--- src/rtl/board_scan_pkg.sv ---
// Shared state encoding, default geometry and counter widths for the board scanner.
package board_scan_pkg;

  typedef enum logic [1:0] {
    IDLE   = 2'd0,
    DRIVE  = 2'd1,
    SAMPLE = 2'd2
  } scan_state_e;

  localparam int DEF_ROWS          = 8;
  localparam int DEF_COLS          = 8;
  localparam int DEF_SETTLE        = 1;
  localparam int DEF_STABLE_FRAMES = 2;

  // Wide enough for the largest legal SETTLE (15) and STABLE_FRAMES (7).
  localparam int SETTLE_W = 4;
  localparam int STABLE_W = 3;

`ifdef BOARD_SCANNER_CHANGE_MASK_EN
  localparam bit CHANGE_MASK_EN = 1'b1;
`else
  localparam bit CHANGE_MASK_EN = 1'b0;
`endif

endpackage

--- src/rtl/scan_debouncer.sv ---
// Frame stability tracking and publish/overrun decision for the board scanner.
// Optional change_mask output when BOARD_SCANNER_CHANGE_MASK_EN is defined.
module scan_debouncer
  import board_scan_pkg::*;
#(
  parameter int WIDTH         = DEF_ROWS * DEF_COLS,
  parameter int STABLE_FRAMES = DEF_STABLE_FRAMES
) (
  input  logic             clk,
  input  logic             reset,
  input  logic             frame_end,
  input  logic [WIDTH-1:0] frame,
  input  logic             layout_ready,
  output logic [WIDTH-1:0] layout,
  output logic             layout_valid,
  output logic             overrun
`ifdef BOARD_SCANNER_CHANGE_MASK_EN
  ,
  output logic [WIDTH-1:0] change_mask
`endif
);

  logic [WIDTH-1:0]    prev_frame;
  logic [STABLE_W-1:0] stable_cnt;
  logic [STABLE_W-1:0] stable_next;
  logic                first_pending;
  logic                publishable;
  logic                load;
  logic                drop;

  always_comb begin
    stable_next = STABLE_W'(1);
    if (frame == prev_frame) begin
      stable_next = stable_cnt;
      if (stable_cnt < STABLE_W'(STABLE_FRAMES)) begin
        stable_next = stable_cnt + 1'b1;
      end
    end
  end

  // A stable frame is only worth publishing if it differs from what the consumer already has.
  assign publishable = frame_end && (stable_next == STABLE_W'(STABLE_FRAMES)) &&
                       ((frame != layout) || first_pending);
  assign load        = publishable && (!layout_valid || layout_ready);
  assign drop        = publishable && layout_valid && !layout_ready;

  always_ff @(posedge clk) begin
    if (reset) begin
      prev_frame <= '0;
      stable_cnt <= '0;
    end else if (frame_end) begin
      prev_frame <= frame;
      stable_cnt <= stable_next;
    end
  end

  always_ff @(posedge clk) begin
    if (reset) begin
      layout        <= '0;
      layout_valid  <= 1'b0;
      first_pending <= 1'b1;
      overrun       <= 1'b0;
    end else begin
      overrun <= drop;
      if (load) begin
        layout        <= frame;
        layout_valid  <= 1'b1;
        first_pending <= 1'b0;
      end else if (layout_valid && layout_ready) begin
        layout_valid <= 1'b0;
      end
    end
  end

`ifdef BOARD_SCANNER_CHANGE_MASK_EN
  always_ff @(posedge clk) begin
    if (reset) begin
      change_mask <= '0;
    end else if (load) begin
      change_mask <= frame ^ layout;
    end
  end
`endif

endmodule

--- src/rtl/board_scanner.sv ---
// Row-scanning keyboard/board matrix reader with debounced, handshaked frame publishing.
// Define BOARD_SCANNER_CHANGE_MASK_EN to add the change_mask output.
module board_scanner
  import board_scan_pkg::*;
#(
  parameter int ROWS          = DEF_ROWS,
  parameter int COLS          = DEF_COLS,
  parameter int SETTLE        = DEF_SETTLE,
  parameter int STABLE_FRAMES = DEF_STABLE_FRAMES
) (
  input  logic                 clk,
  input  logic                 reset,
  input  logic                 enable,
  input  logic [COLS-1:0]      c,
  output logic [ROWS-1:0]      r,
  output logic [ROWS*COLS-1:0] layout,
  output logic                 layout_valid,
  input  logic                 layout_ready,
  output logic                 overrun
`ifdef BOARD_SCANNER_CHANGE_MASK_EN
  ,
  output logic [ROWS*COLS-1:0] change_mask
`endif
);

  localparam int RW = (ROWS > 1) ? $clog2(ROWS) : 1;

  scan_state_e           state;
  scan_state_e           state_next;
  logic [RW-1:0]         row;
  logic [SETTLE_W-1:0]   settle_cnt;
  logic                  settle_done;
  logic                  last_row;
  logic                  frame_end;
  logic [ROWS*COLS-1:0]  frame_now;

  assign settle_done = (settle_cnt == SETTLE_W'(SETTLE - 1));
  assign last_row    = (row == RW'(ROWS - 1));

  always_ff @(posedge clk) begin
    if (reset) begin
      state <= IDLE;
    end else begin
      state <= state_next;
    end
  end

  // enable is only looked at between frames, so a mid-frame drop still finishes the frame.
  always_comb begin
    state_next = state;
    unique case (state)
      IDLE:    if (enable) state_next = DRIVE;
      DRIVE:   if (settle_done) state_next = SAMPLE;
      SAMPLE:  state_next = (last_row && !enable) ? IDLE : DRIVE;
      default: state_next = IDLE;
    endcase
  end

  always_comb begin
    r         = '0;
    frame_end = 1'b0;
    if (state != IDLE) begin
      r[row] = 1'b1;
    end
    if (state == SAMPLE && last_row) begin
      frame_end = 1'b1;
    end
  end

  always_ff @(posedge clk) begin
    if (reset) begin
      row        <= '0;
      settle_cnt <= '0;
    end else begin
      unique case (state)
        IDLE: begin
          row        <= '0;
          settle_cnt <= '0;
        end
        DRIVE: begin
          settle_cnt <= settle_done ? '0 : settle_cnt + 1'b1;
        end
        SAMPLE: begin
          row        <= last_row ? '0 : row + 1'b1;
          settle_cnt <= '0;
        end
        default: begin
          row        <= '0;
          settle_cnt <= '0;
        end
      endcase
    end
  end

  // The debouncer sees the completed frame on the last SAMPLE cycle, with c standing in
  // for the row slot that is being written on that same edge.
  for (genvar g = 0; g < ROWS; g++) begin : g_row
    logic [COLS-1:0] raw_q;

    always_ff @(posedge clk) begin
      if (reset) begin
        raw_q <= '0;
      end else if (state == SAMPLE && row == RW'(g)) begin
        raw_q <= c;
      end
    end

    assign frame_now[(ROWS-g)*COLS-1 -: COLS] = (row == RW'(g)) ? c : raw_q;
  end

  scan_debouncer #(
    .WIDTH         (ROWS * COLS),
    .STABLE_FRAMES (STABLE_FRAMES)
  ) u_debouncer (
    .clk          (clk),
    .reset        (reset),
    .frame_end    (frame_end),
    .frame        (frame_now),
    .layout_ready (layout_ready),
    .layout       (layout),
    .layout_valid (layout_valid),
    .overrun      (overrun)
`ifdef BOARD_SCANNER_CHANGE_MASK_EN
    ,
    .change_mask  (change_mask)
`endif
  );

endmodule

--- config.mk ---
export PLATFORM = sky130hd
export DESIGN_NAME = board_scanner
export DESIGN_NICKNAME = d
export VERILOG_FILES = /design/src/rtl/board_scan_pkg.sv /design/src/rtl/scan_debouncer.sv /design/src/rtl/board_scanner.sv
export SDC_FILE = /design/constraint.sdc
export NUM_CORES = 1
export LEC_CHECK = 0
export ABC_AREA = 0
export CAP_MARGIN = 30
export CORE_ASPECT_RATIO = 0.9
export CORE_UTILIZATION = 64
export DETAILED_ROUTE_END_ITERATION = 8
export PLACE_DENSITY = 0.86
export SETUP_SLACK_MARGIN = 0.2
export SYNTH_ARGS = -nofsm -noshare
export SYNTH_HDL_FRONTEND = slang
export SYNTH_SLANG_ARGS = --single-unit
--- constraint.sdc ---
create_clock -name clk -period 10.1 [get_ports clk]
set_clock_uncertainty 0.2 [all_clocks]
set_input_delay 1.515 -clock clk [delete_from_list [all_inputs] [get_ports clk]]
set_output_delay 1.515 -clock clk [all_outputs]
set_load 0.02 [all_outputs]
==> results of run 1 <==
[sequential cells by signal, indices dropped and copies added (netlist names)]
name / cells
g_row.raw_q: 64
row: 3
settle_cnt: 4
state: 2
u_debouncer.first_pending: 1
u_debouncer.layout: 64
u_debouncer.layout_valid: 1
u_debouncer.overrun: 1
u_debouncer.prev_frame: 64
u_debouncer.stable_cnt: 3
[cell type report]
cell class              instances  share of cell area
multi-input cells             944               0.499
flip-flops and latches        207               0.327
repair buffers                113              0.0879
clock buffers                  33              0.0516
well taps                     211              0.0209
clock inverters                 6             0.00682
inverters                      22             0.00653
[worst max-delay path: stages]
cell and delay [ns]:
clkdlybuf4s50_1 0.93, mux2i_1 0.65, xor2_1 0.18, o21ai_0 0.10, a221o_1 0.29, nor4_1 0.37
nand4_1 0.19, nand4b_1 0.14, buf_4 0.26, buf_16 0.35, mux2_2 0.38
[layout by cell type, fill, tap and decap left out, types with 49 or more instances in the layout]
cell / count
a211oi_1: 62
a21oi_1: 89
clkdlybuf4s50_1: 84
dfxtp_1: 207
mux2_4: 49
mux2i_1: 57
nand2_1: 157
nor2_1: 151
nor2b_1: 82
xor2_1: 63
[where the power goes]
part	switching, mW	total [mW]	internal, mW
clock network	0.340	0.839	0.498
logic	0.0580	0.0813	0.0233
registers	0.00188	0.820	0.818
[metrics by stage]
step,power (mW),cells,utilization,setup WS (ns),hold WS [ns]
global route,1.78,1536,0.752,4.72,0.272
CTS,1.74,1535,0.750,5.00,0.255
floorplan,0.887,1266,-,5.91,0.227
detailed placement,0.915,1496,0.706,4.55,0.244
global placement,0.913,1494,0.704,4.24,0.236
finish,1.74,1536,0.752,4.88,0.253
[cell families (layout without fill, tap and decap cells)]
kind of cell	Yosys count	in the layout	synth area share
XOR/XNOR	95	95	0.0759
multiplexers	129	129	0.147
buffers and inverters	115	174	0.0468
AND/OR/NAND/NOR	496	496	0.216
flip-flops	207	207	0.378
AO/OA/AOI/OAI	215	215	0.126
adder cells (fa/ha/maj)	9	9	0.0103
[cell usage after synthesis (all sizes together), types with 2 or more instances]
master   instances
nand4           19
o211a            3
dfxtp          207
xor2            63
a2111oi          4
o2111ai          6
a32o             2
and4b            2
mux2            64
a21oi           89
o21ai           18
xnor2           32
buf             28
a211oi          62
inv             22
a31oi            2
nor3b            6
clkbuf          65
nor3            10
o22ai            8
or3              2
nand3           18
or4              2
o221ai           3
a2bb2oi          3
a32oi            4
nor4            10
nor2b           82
nand2          158
mux2i           65
nor2           153
nand2b          11
o211ai           2
and3             8
nand3b          10
nand4b           3
ha               9
a221oi           2
[worst min-delay path by stage]
stage | endpoint | cells past startpoint | startpoint
after floorplan | u_debouncer.first_pending$_SDFFE_PP1P_ | 1 | u_debouncer.first_pending$_SDFFE_PP1P_
after global placement | u_debouncer.first_pending$_SDFFE_PP1P_ | 1 | u_debouncer.first_pending$_SDFFE_PP1P_
after detailed placement | u_debouncer.first_pending$_SDFFE_PP1P_ | 1 | u_debouncer.first_pending$_SDFFE_PP1P_
after CTS | g_row[0].raw_q[7]$_SDFFE_PP0P_ | 2 | g_row[0].raw_q[7]$_SDFFE_PP0P_
after global routing | g_row[4].raw_q[3]$_SDFFE_PP0P_ | 2 | g_row[4].raw_q[3]$_SDFFE_PP0P_
final | g_row[0].raw_q[3]$_SDFFE_PP0P_ | 2 | g_row[0].raw_q[3]$_SDFFE_PP0P_
[metal layers]
metal,share of wire,vias to the layer above,GRT usage
met2,0.43,557,0.561
met5,0,-,0
met3,0.11,113,0.0745
met1,0.41,4551,0.500
met4,0.054,0,0.188
li1,-,4440,-
==> impl_metrics.ini, run 1 <==
[outcome]
run_status = completed

[finish]
multi_input_area_sq_mm = 0.00631
drive_gt1_frac = 0.105
area_delta_synth_final_pct = 15.4
fin_area_sq_mm = 0.0127
fin_nets = 1331
register_area_sq_mm = 0.00414
antenna_cells = 0
nFillCells = 1183

[place]
dp_hpwl_microns = 22600
dpl_cell_area_sq_mm = 0.0119
gp_routability_congestion = 0.952
io_buffers = 85

[power_and_ir_drop]
vdd_drop_max_v = 0.000103
p_per_area_mw_per_mm2 = 137
leakage_nw = 4.87

[synth]
synth_area_sq_mm = 0.0110
synth_area_leader_cell = dfxtp_1
synth-main-ff-cell = dfxtp_1
ys_seq_area_frac = 0.378
netlist.area_leader.share = 0.378
syn_area_per_cell_sq_um = 8.66
syn_inst = 1266
synth_edf_count = 0
syn_nets = 1287
synthArstFlopShare = 0
ys_ff_latch = 207
synth_warnings = 0
synth.distinct_cells = 57
synth.area.top_cells = dfxtp_1 38%, mux2_4 6.7%, nand2_1 5.4%, mux2i_1 5.2%, nor2_1 5.2%

[critical_path]
path_class = primary input to flop
cp_max_fo = 54
startpoint_type = primary input
cp-startpoint = c[7]
crit_required_ns = 10.30
worst-endpoint-arrival_ns = 5.41
r2r_start = row[2]$_SDFFE_PP0P_
reg2reg_depth = 13
reg2reg_slack_ns = 5.00
end_kind = flop
rr_endpoint = u_debouncer.layout[30]$_SDFFE_PP0P_
crit_end = u_debouncer.layout[63]$_SDFFE_PP0P_

[clocking]
cts_tree = yes
ctsResizeCount = 0
clockBufferDepth = 3
worst_skew_pair.late_latency_ns = 0.51
clkSlewWorstSetupHoldPaths_ns = 0.06
cts-hold-fix-buffers = 0
root_buffer = clkbuf_16
cts.sinks = 207
htree_levels = 1
cts_buffers = 22
post_cts_buffers = 0

[global_route]
grt_pass1_vias = 8922
grt_max_degree = 167
grt_overflow = 0
grt_antenna_before_repair = 0
grt_pass1_wl_microns = 50200
track_usage = 0.370

[floorplan]
initial_utilization = 0.651
rows = 45
die_w_microns = 140
die_y_microns = 126
io_pins = 86
core_sq_mm = 0.0168
dieArea_sq_mm = 0.0177

[drt]
detail_route.vias_per_cell = 6.29
wirelength_microns = 32900
drt_iter0_drc = 1078
postRouteAntennaNets = 0
drt-pass1-iter-count = 6
vias = 9661
routedWlPerCell_microns = 21.4
drc = 0

[sta]
finalHoldViolCount = 0
worst_pin_slew_ns = 1.03
min_period_ns = 5.22
slew_headroom = 0.295
rsz0062_at_grt = false
setup_viol = 0
fin_tns_setup_ns = 0
fmax_ghz = 0.192
timing.final.crit_share = 0.517
drv_slew = 0

[run]
maxCapViolCount = 0

[worst_hold_path]
hp-class = flop to flop
(Power assumes the default switching activity.)
==> run 2, diff against run 1 <==
--- a/config.mk
+++ b/config.mk
@@ -8,9 +8,9 @@
 export ABC_AREA = 0
 export CAP_MARGIN = 30
 export CORE_ASPECT_RATIO = 0.9
-export CORE_UTILIZATION = 64
+export CORE_UTILIZATION = 59
 export DETAILED_ROUTE_END_ITERATION = 8
-export PLACE_DENSITY = 0.86
+export PLACE_DENSITY = 0.81
 export SETUP_SLACK_MARGIN = 0.2
 export SYNTH_ARGS = -nofsm -noshare
 export SYNTH_HDL_FRONTEND = slang
==> constraint.sdc (replaced) <==
create_clock -name clk -period 4.8 [get_ports clk]
set_clock_uncertainty 0.2 [all_clocks]
set_input_delay 0.72 -clock clk [delete_from_list [all_inputs] [get_ports clk]]
set_output_delay 0.72 -clock clk [all_outputs]
set_load 0.02 [all_outputs]
==> run 2 against run 1 <==
Wire length grew 7.3%. Via count up 2.6%. Setup slack got worse by 4.5 ns. Sequential power up 110%. Clock power grew 110%. Non-clock buffer count is 53 higher. Clock-buffer cell count is 3 lower.
==> impl_metrics.ini, run 2 (synthesis results as in run 1) <==
[outcome]
run_status = completed

[drt]
postRouteAntennaNets = 0
wirelength_microns = 35200
drt-pass1-iter-count = 6
drt_iter0_drc = 1125
vias = 9917
routedWlPerCell_microns = 21.8
drc = 0
detail_route.vias_per_cell = 6.14

[clocking]
worst_skew_pair.late_latency_ns = 0.52
cts-hold-fix-buffers = 0
htree_levels = 1
clockBufferDepth = 3
root_buffer = clkbuf_16
cts.sinks = 207
post_cts_buffers = 0
clkSlewWorstSetupHoldPaths_ns = 0.06
cts_tree = yes
cts_buffers = 22

[place]
post-place-ws_ns = 0.0267
dp_hpwl_microns = 25700
io_buffers = 85
gp_routability_congestion = 1.04
dpl_cell_area_sq_mm = 0.0124

[critical_path]
worst-endpoint-arrival_ns = 4.60
path_class = flop to flop
reg2reg_depth = 11
cp_max_fo = 65
startpoint_type = flop
r2r_start = row[2]$_SDFFE_PP0P_
rr_endpoint = u_debouncer.layout[12]$_SDFFE_PP0P_
crit_required_ns = 5.01
reg2reg_slack_ns = 0.41
end_kind = flop

[finish]
fin_area_sq_mm = 0.0131
nFillCells = 1353
top_regs = g_row.raw_q: 64 flops, u_debouncer.layout: 64 flops, u_debouncer.prev_frame: 64 flops
fin_nets = 1384
antenna_cells = 0
final_common_cell = dfxtp_1
register_area_sq_mm = 0.00414
area_delta_synth_final_pct = 19.4
drive_gt1_frac = 0.142
multi_input_area_sq_mm = 0.00633
final_cell_mix = 207 x dfxtp_1, 157 x nand2_1, 151 x nor2_1

[global_route]
grt_max_degree = 169
grt_antenna_before_repair = 0
grt_overflow = 0
track_usage = 0.362
grt_pass1_wl_microns = 53000
grt_pass1_vias = 9009

[sta]
timing.final.crit_share = 0.915
worst_pin_slew_ns = 1.02
slew_headroom = 0.317
setup_viol = 0
drv_slew = 0
finalHoldViolCount = 0
worst_hold_slack_ns = 0.252
fin_tns_setup_ns = 0
min_period_ns = 4.39
fin_ws_ns = 0.408
rsz0062_at_grt = false
fmax_ghz = 0.228

[power_and_ir_drop]
vdd_drop_max_v = 0.000258
p_per_area_mw_per_mm2 = 277
leakage_nw = 5.10
power_mw = 3.63

[worst_hold_path]
min_path_cells = 2
hp-class = flop to flop
min_from = g_row[3].raw_q[6]$_SDFFE_PP0P_
hold_end = g_row[3].raw_q[6]$_SDFFE_PP0P_

[floorplan]
die_y_microns = 131
core_sq_mm = 0.0179
dieArea_sq_mm = 0.0191
die_w_microns = 146
io_pins = 86
rows = 46
initial_utilization = 0.612

[run]
maxCapViolCount = 0
[run 2: cell count changes in the layout (fill, tap and decap cells not counted), moves of 2 or more]
cell and delta:
buf_12 +4, buf_16 -2, buf_4 +52, clkbuf_1 -2, clkinv_2 +2, ha_1 -2, ha_2 +2
[run 2: through the flow]
step / cells / utilization
floorplan: 1266 / -
global placement: 1579 / 0.690
detailed placement: 1579 / 0.690
CTS: 1616 / 0.730
global route: 1616 / 0.731
finish: 1616 / 0.731
[run 2: worst max path at each step]
stage / cells past startpoint / endpoint / slack, ns / from
floorplan: 15 / u_debouncer.layout[14]$_SDFFE_PP0P_ / 0.98 / row[2]$_SDFFE_PP0P_
global placement: 9 / u_debouncer.layout[12]$_SDFFE_PP0P_ / 0.09 / c[1]
detailed placement: 9 / u_debouncer.layout[0]$_SDFFE_PP0P_ / 0.03 / c[1]
CTS: 11 / u_debouncer.layout[0]$_SDFFE_PP0P_ / 0.25 / row[0]$_SDFFE_PP0P_
global route: 11 / u_debouncer.layout[12]$_SDFFE_PP0P_ / 0.24 / row[2]$_SDFFE_PP0P_
finish: 11 / u_debouncer.layout[12]$_SDFFE_PP0P_ / 0.41 / row[2]$_SDFFE_PP0P_
[run 2: layer usage]
| layer | wire [microns] | vias to the layer above | GRT usage |
|---|---|---|---|
| li1 | - | 4545 | - |
| met5 | 0 | - | 0 |
| met3 | 3990 | 110 | 0.0823 |
| met2 | 14900 | 563 | 0.535 |
| met1 | 14600 | 4699 | 0.501 |
| met4 | 1760 | 0 | 0.165 |
[run 2: area by class of cell]
cell class | count | area share
clock buffer | 30 | 0.0474
clock inverter | 7 | 0.00736
inverter | 22 | 0.00631
multi-input combinational | 944 | 0.484
sequential | 207 | 0.317
tap | 240 | 0.0230
timing repair buffer | 166 | 0.116
[run 2: critical path, stage by stage, from the launching register on]
cell and delay, ns:
dfxtp_1 0.67, buf_4 0.28, nand2b_1 0.28, buf_4 0.21, mux2i_1 0.43, o21ai_0 0.19
or4_1 0.52, nor4_1 0.32, nand4_1 0.17, nand4b_1 0.18, buf_12 0.40, mux2_2 0.39
[run 2: what timing repair did]
item | in CTS | in global routing
cloned | 0 | 0
gates resized for setup | 1 | 3
setup endpoints to repair | 64 | 64
[run 2: power by group]
part | leakage (nW) | internal, mW | switching [mW] | total (mW)
combinational | 3.08 | 0.0564 | 0.124 | 0.180
sequential | 1.67 | 1.72 | 0.00434 | 1.73
clock | 0.355 | 1.01 | 0.710 | 1.72
